## src/rtl/neuron_mac_seq_if.sv

```systemverilog
// ==========================================================================
// Module : neuron_mac_seq_if
// Stream, weight-memory and result signals of one neuron MAC sequencer.
// Rev    : 1.0
// ==========================================================================
`default_nettype none

interface neuron_mac_seq_if #(
  parameter int DATA_WIDTH = 16,
  parameter int ADDR_WIDTH = 4
);
  logic                  start;
  logic                  x_valid;
  logic                  x_ready;
  logic [DATA_WIDTH-1:0] x_in;
  logic                  w_ren;
  logic [ADDR_WIDTH-1:0] w_radd;
  logic [DATA_WIDTH-1:0] w_in;
  logic [DATA_WIDTH-1:0] bias_in;
  logic [DATA_WIDTH-1:0] y_out;
  logic                  y_valid;
  logic                  busy;

  modport slave (
    input  start, x_valid, x_in, w_in, bias_in,
    output x_ready, w_ren, w_radd, y_out, y_valid, busy
  );

  modport master (
    output start, x_valid, x_in, w_in, bias_in,
    input  x_ready, w_ren, w_radd, y_out, y_valid, busy
  );
endinterface

`default_nettype wire

```

## src/rtl/neuron_mac_seq.sv

```systemverilog
// ==========================================================================
// Module : neuron_mac_seq
// Neuron sequencer/MAC: streams activations, reads weights, adds bias,
// saturates. Define NEURON_RELU_EN to clamp negative results to zero.
// Rev    : 1.0
// ==========================================================================
`default_nettype none

module neuron_mac_seq #(
  parameter int NUM_WEIGHT = 10,
  parameter int ADDR_WIDTH = $clog2(NUM_WEIGHT),
  parameter int DATA_WIDTH = 16,
  parameter int FRAC_BITS  = 12
) (
  input  logic               clk,
  input  logic               rst,
  neuron_mac_seq_if.slave    bus
);

  localparam int PROD_W = 2 * DATA_WIDTH;
  localparam int ACC_W  = 2 * DATA_WIDTH + ADDR_WIDTH;
  localparam logic [ADDR_WIDTH-1:0] LAST_IDX = ADDR_WIDTH'(NUM_WEIGHT - 1);
  localparam logic signed [ACC_W-1:0] SAT_MAX =
    {{(ACC_W-DATA_WIDTH+1){1'b0}}, {(DATA_WIDTH-1){1'b1}}};
  localparam logic signed [ACC_W-1:0] SAT_MIN =
    {{(ACC_W-DATA_WIDTH+1){1'b1}}, {(DATA_WIDTH-1){1'b0}}};

  typedef enum logic [1:0] {
    S_IDLE  = 2'd0,
    S_LOAD  = 2'd1,
    S_DRAIN = 2'd2,
    S_BIAS  = 2'd3
  } state_t;

  state_t state, state_next;

  logic                         in_load;
  logic                         accept;
  logic [ADDR_WIDTH-1:0]        count;
  logic signed [DATA_WIDTH-1:0] x_d;
  logic                         prod_v;
  logic signed [ACC_W-1:0]      acc;
  logic signed [PROD_W-1:0]     prod;
  logic signed [PROD_W-1:0]     prod_sh;
  logic signed [ACC_W-1:0]      prod_ext;
  logic signed [ACC_W-1:0]      sum;
  logic signed [DATA_WIDTH-1:0] sat;
  logic signed [DATA_WIDTH-1:0] y_next;
  logic [DATA_WIDTH-1:0]        y_q;
  logic                         y_v;

  assign in_load = (state == S_LOAD);
  assign accept  = bus.x_valid & in_load;

  always_ff @(posedge clk) begin
    if (rst) begin
      state <= S_IDLE;
    end else begin
      state <= state_next;
    end
  end

  always_comb begin
    state_next = state;
    case (state)
      S_IDLE:  if (bus.start) state_next = S_LOAD;
      S_LOAD:  if (accept && (count == LAST_IDX)) state_next = S_DRAIN;
      S_DRAIN: state_next = S_BIAS;
      S_BIAS:  state_next = S_IDLE;
      default: state_next = S_IDLE;
    endcase
  end

  // Weight data lands one cycle after the read, alongside the registered x_d.
  always_comb begin
    prod     = PROD_W'(x_d) * PROD_W'($signed(bus.w_in));
    prod_sh  = prod >>> FRAC_BITS;
    prod_ext = ACC_W'(prod_sh);
    sum      = acc + ACC_W'($signed(bus.bias_in));
  end

  always_comb begin
    if (sum > SAT_MAX) begin
      sat = {1'b0, {(DATA_WIDTH-1){1'b1}}};
    end else if (sum < SAT_MIN) begin
      sat = {1'b1, {(DATA_WIDTH-1){1'b0}}};
    end else begin
      sat = sum[DATA_WIDTH-1:0];
    end
`ifdef NEURON_RELU_EN
    y_next = sat[DATA_WIDTH-1] ? '0 : sat;
`else
    y_next = sat;
`endif
  end

  always_ff @(posedge clk) begin
    if (rst) begin
      count  <= '0;
      acc    <= '0;
      x_d    <= '0;
      prod_v <= 1'b0;
      y_q    <= '0;
      y_v    <= 1'b0;
    end else begin
      prod_v <= accept;
      y_v    <= (state == S_BIAS);
      if (accept) begin
        x_d   <= $signed(bus.x_in);
        count <= count + 1'b1;
      end
      if ((state == S_IDLE) && bus.start) begin
        count <= '0;
        acc   <= '0;
      end else if (prod_v) begin
        acc <= acc + prod_ext;
      end
      if (state == S_BIAS) begin
        y_q <= y_next;
      end
    end
  end

  assign bus.x_ready = in_load;
  assign bus.w_ren   = accept;
  assign bus.w_radd  = in_load ? count : '0;
  assign bus.y_out   = y_q;
  assign bus.y_valid = y_v;
  assign bus.busy    = (state != S_IDLE);

endmodule

`default_nettype wire

```

## src/flat_wrapper.sv

```systemverilog
// flat-port wrapper written by rule: the top's interface ports become plain ports
module neuron_mac_seq_flat 
#(
  parameter int NUM_WEIGHT = 10,
  parameter int ADDR_WIDTH = $clog2(NUM_WEIGHT),
  parameter int DATA_WIDTH = 16,
  parameter int FRAC_BITS  = 12
)
  (clk, rst, bus_start, bus_x_valid, bus_x_in, bus_w_in, bus_bias_in, bus_x_ready, bus_w_ren, bus_w_radd, bus_y_out, bus_y_valid, bus_busy);
  neuron_mac_seq_if #(.DATA_WIDTH(DATA_WIDTH), .ADDR_WIDTH(ADDR_WIDTH)) bus_i ();
  input  logic clk;
  input  logic rst;
  input wire logic [$bits(bus_i.start)-1:0] bus_start;
  input wire logic [$bits(bus_i.x_valid)-1:0] bus_x_valid;
  input wire logic [$bits(bus_i.x_in)-1:0] bus_x_in;
  input wire logic [$bits(bus_i.w_in)-1:0] bus_w_in;
  input wire logic [$bits(bus_i.bias_in)-1:0] bus_bias_in;
  output wire logic [$bits(bus_i.x_ready)-1:0] bus_x_ready;
  output wire logic [$bits(bus_i.w_ren)-1:0] bus_w_ren;
  output wire logic [$bits(bus_i.w_radd)-1:0] bus_w_radd;
  output wire logic [$bits(bus_i.y_out)-1:0] bus_y_out;
  output wire logic [$bits(bus_i.y_valid)-1:0] bus_y_valid;
  output wire logic [$bits(bus_i.busy)-1:0] bus_busy;
  assign bus_i.start = bus_start;
  assign bus_i.x_valid = bus_x_valid;
  assign bus_i.x_in = bus_x_in;
  assign bus_i.w_in = bus_w_in;
  assign bus_i.bias_in = bus_bias_in;
  assign bus_x_ready = bus_i.x_ready;
  assign bus_w_ren = bus_i.w_ren;
  assign bus_w_radd = bus_i.w_radd;
  assign bus_y_out = bus_i.y_out;
  assign bus_y_valid = bus_i.y_valid;
  assign bus_busy = bus_i.busy;
  neuron_mac_seq #(.NUM_WEIGHT(NUM_WEIGHT), .ADDR_WIDTH(ADDR_WIDTH), .DATA_WIDTH(DATA_WIDTH), .FRAC_BITS(FRAC_BITS)) u_core (.clk(clk), .rst(rst), .bus(bus_i));
endmodule
```

## config.mk

```make
export PLATFORM = sky130hd
export DESIGN_NAME = neuron_mac_seq_flat
export DESIGN_NICKNAME = d
export VERILOG_FILES = /design/src/rtl/neuron_mac_seq_if.sv /design/src/rtl/neuron_mac_seq.sv /design/src/flat_wrapper.sv
export SDC_FILE = /design/constraint.sdc
export NUM_CORES = 1
export LEC_CHECK = 0
export ABC_AREA = 1
export BUFFER_PORTS_ARGS = -buffer_cell sky130_fd_sc_hd__buf_4
export CAP_MARGIN = 20
export CORE_MARGIN = 2
export CORE_UTILIZATION = 36
export DETAILED_ROUTE_END_ITERATION = 16
export GPL_ROUTABILITY_DRIVEN = 0
export PLACE_DENSITY = 0.48
export SYNTH_ARGS = -nofsm -noshare
export SYNTH_HDL_FRONTEND = slang
export SYNTH_SLANG_ARGS = --single-unit
```

## constraint.sdc

```tcl
create_clock -name clk -period 9.6 [get_ports clk]
set_input_delay 0.48 -clock clk [delete_from_list [all_inputs] [get_ports clk]]
set_output_delay 0.48 -clock clk [all_outputs]
set_load 0.03 [all_outputs]
```

==> impl_metrics.yaml <==
finish:
  design_area_mm2: 0.0195
  diodes: 0
  drive_above_1_share_pct: 7.22
  area_growth_pct: 8.33
  nets: 3098
global_route:
  overflow: 0
  grt_max_degree: 44
  antenna_found_initial: 0
  first_global_vias: 15439
  grt_usage_pct: 20.7
  grt_pass1_wl_um: 83000
timing:
  setup_tns_ps: 0
  clock.fmax_mhz: 114
  slew_headroom_pct: 32.7
  slew_viol_final: 0
  skew_ps: 13.7
  worstMarginPinSlew_ps: 1000
  final-hold-violation-count: 0
  rsz0062_at_grt: "no"
  period_minus_slack_ps: 8800
  setup_viol: 0
  period_share_pct: 91.7
placed_design:
  place_area_mm2: 0.0192
  port_buffers: 75
  dp_hpwl_um: 44100
yosys:
  ys_seq_area_share_pct: 8.45
  synth.area.top_cells: "fa_1 (29%), nand2_1 (14%), inv_1 (13%), ha_1 (11%), dfxtp_1 (8.4%)"
  synth_most_common_cell: "nand2_1"
  yosysWarnings: 0
  synth_edf_count: 0
  synth-compound-area-share_pct: 8.89
  synth.net_count: 3078
  syn_inst: 2606
  ys_async_sr_fraction_pct: 0
  ys_ff_latch: 76
  syn_area_per_cell_um2: 6.91
  synth_mux_area_share_pct: 0
  synth_simple_gate_area_share_pct: 23.9
  synthXorXnorAreaFrac_pct: 3.45
  synth-main-ff-cell: "dfxtp_1"
  synthAdderAreaFrac_pct: 40.1
  syn_area_mm2: 0.0180
  synthDistinctLibCells: 50
  synth_top_family_by_area: "adder cells"
  yosys.area.top_type: "fa_1"
  synthTopCellsByCount: "nand2_1 (657), inv_1 (630), fa_1 (263)"
  yosysTopAreaCellShare_pct: 29.2
worst_setup_path:
  cp-end-kind: "flop"
  r2r_start: "u_core.x_d[9]"
  reg2regPathDepth: 37
  r2r_setup_slack_ps: 800
  critPathKind: "flop to flop"
  crit_path_max_incr_delay_ps: 800
  cp.arrival_ps: 9120
  cpMaxStageDelayCell: "dfxtp_1"
  start_kind: "flop"
  timing.critical_path.to: "u_core.acc[28]"
  cp_max_fo: 12
  startpoint: "u_core.x_d[9]"
  critPathMostFrequentCell: "nand2_1"
  worstReg2RegEnd: "u_core.acc[28]"
  critPathRequiredTime_ps: 9920
clock_tree:
  cts-hold-fix-buffers: 0
  clock_path_buffers: 2
  h-tree-depth: 3
  clk_pin_slew_ps: 80
  postCtsSetupRepairBufs: 0
  clock_latency_ps: 370
  cts_sinks: 76
  numCtsBuffers: 9
  root_buffer: "clkbuf_16"
  cts_tree: "yes"
  cts_resized: 0
worst_hold_path:
  hold_class: "primary input to flop"
  min_from: "rst"
detailed_routing:
  drtAntennaViolNets: 0
  drtIter0Drc: 972
  wl_per_cell_um: 15.7
  drt_first_pass_iters: 6
  drt-total-wl_um: 51800
  viasPerCell: 4.78
  drc: 0
  vias: 15758
floorplanning:
  fp.dieH_um: 228
  io_pins: 76
  die_w_um: 228
  rows: 81
  core_area_mm2: 0.0492
  initial_utilization_pct: 36.6
  dieArea_mm2: 0.0518
flow_run:
  maxCapViolations: 0
status:
  status: "finished, final reports clean"
layout make-up:
class / instances / area [um^2]
Tap cell: 664 / 831
Clock inverter: 7 / 92.6
Timing Repair Buffer: 90 / 676
Inverter: 644 / 2420
Sequential cell: 76 / 1520
Clock buffer: 9 / 225
Fill cell: 5240 / 29600
Multi-Input combinational cell: 1805 / 13700
cell usage in the layout, fill, tap and decap left out, types with 3 or more instances in the layout:
master and instances:
o21bai_1 7, o221ai_1 3, o211ai_1 11, nor3_1 14
ha_1 157, nor3_2 4, fa_1 263, inv_2 12
nor2_1 201, and3_1 3, nor2_2 16, buf_4 90
o21a_1 3, nor2_4 3, nand3b_1 5, nand3_1 75
clkbuf_16 9, xnor2_1 19, or2_2 6, nand2_1 657
and2_1 5, nand2_2 18, nand4_1 21, a21oi_4 3
a21oi_2 14, xor2_1 50, nor4_1 5, a21o_1 6
dfxtp_1 76, a31oi_1 14, a21oi_1 112, o21ai_0 92
inv_1 630
per-stage QoR:
stage,utilization (%),hold slack [ps],setup WS (ps),instances
after floorplan,-,462,1850,2606
after global placement,39.0,471,986,3279
after detailed placement,39.0,478,820,3279
after CTS,39.7,318,915,3295
after global routing,39.7,327,181,3295
final,39.7,335,798,3295
layer usage:
layer / part of all wire [%] / track usage (%) / up-vias
met5: 0 / 0 / -
met4: 2.1 / 4.70 / 0
met3: 3.7 / 2.43 / 49
met2: 48 / 34.9 / 285
met1: 46 / 28.4 / 7605
li1: - / - / 7819
worst max-delay path, delay by kind of cell, from the launching register on:
kind | cells | cell delay, ps
buffers and inverters | 5 | 600
adders and majority gates | 8 | 3750
AOI/OAI and AO/OA | 5 | 740
xor gates and xnor gates | 1 | 190
DFF | 1 | 800
and+or+nand+nor | 18 | 2660
cell families after synthesis:
family / after synthesis
adders and majority gates: 420
DFF: 76
xor gates and xnor gates: 70
and+or+nand+nor: 1038
buffers and inverters: 725
AOI/OAI and AO/OA: 277
worst min-delay path by stage:
stage                           endpoint  depth (start not counted)
floorplan                  u_core.acc[0]                          2
global placement    u_core.bus.y_out[15]                          2
detailed placement  u_core.bus.y_out[15]                          2
CTS                 u_core.bus.y_out[15]                          2
global route        u_core.bus.y_out[15]                          2
finish              u_core.bus.y_out[15]                          2
registers in the layout (all words and copies together) (netlist names):
signal / flops
u_core.bus.y_out: 16
u_core.state: 2
u_core.x_d: 16
u_core.acc: 36
u_core.prod_v: 1
u_core.count: 4
u_core.bus.y_valid: 1
Power is not shown: default switching activity piles up to over one toggle a cycle in this logic, so the estimate is an artifact.
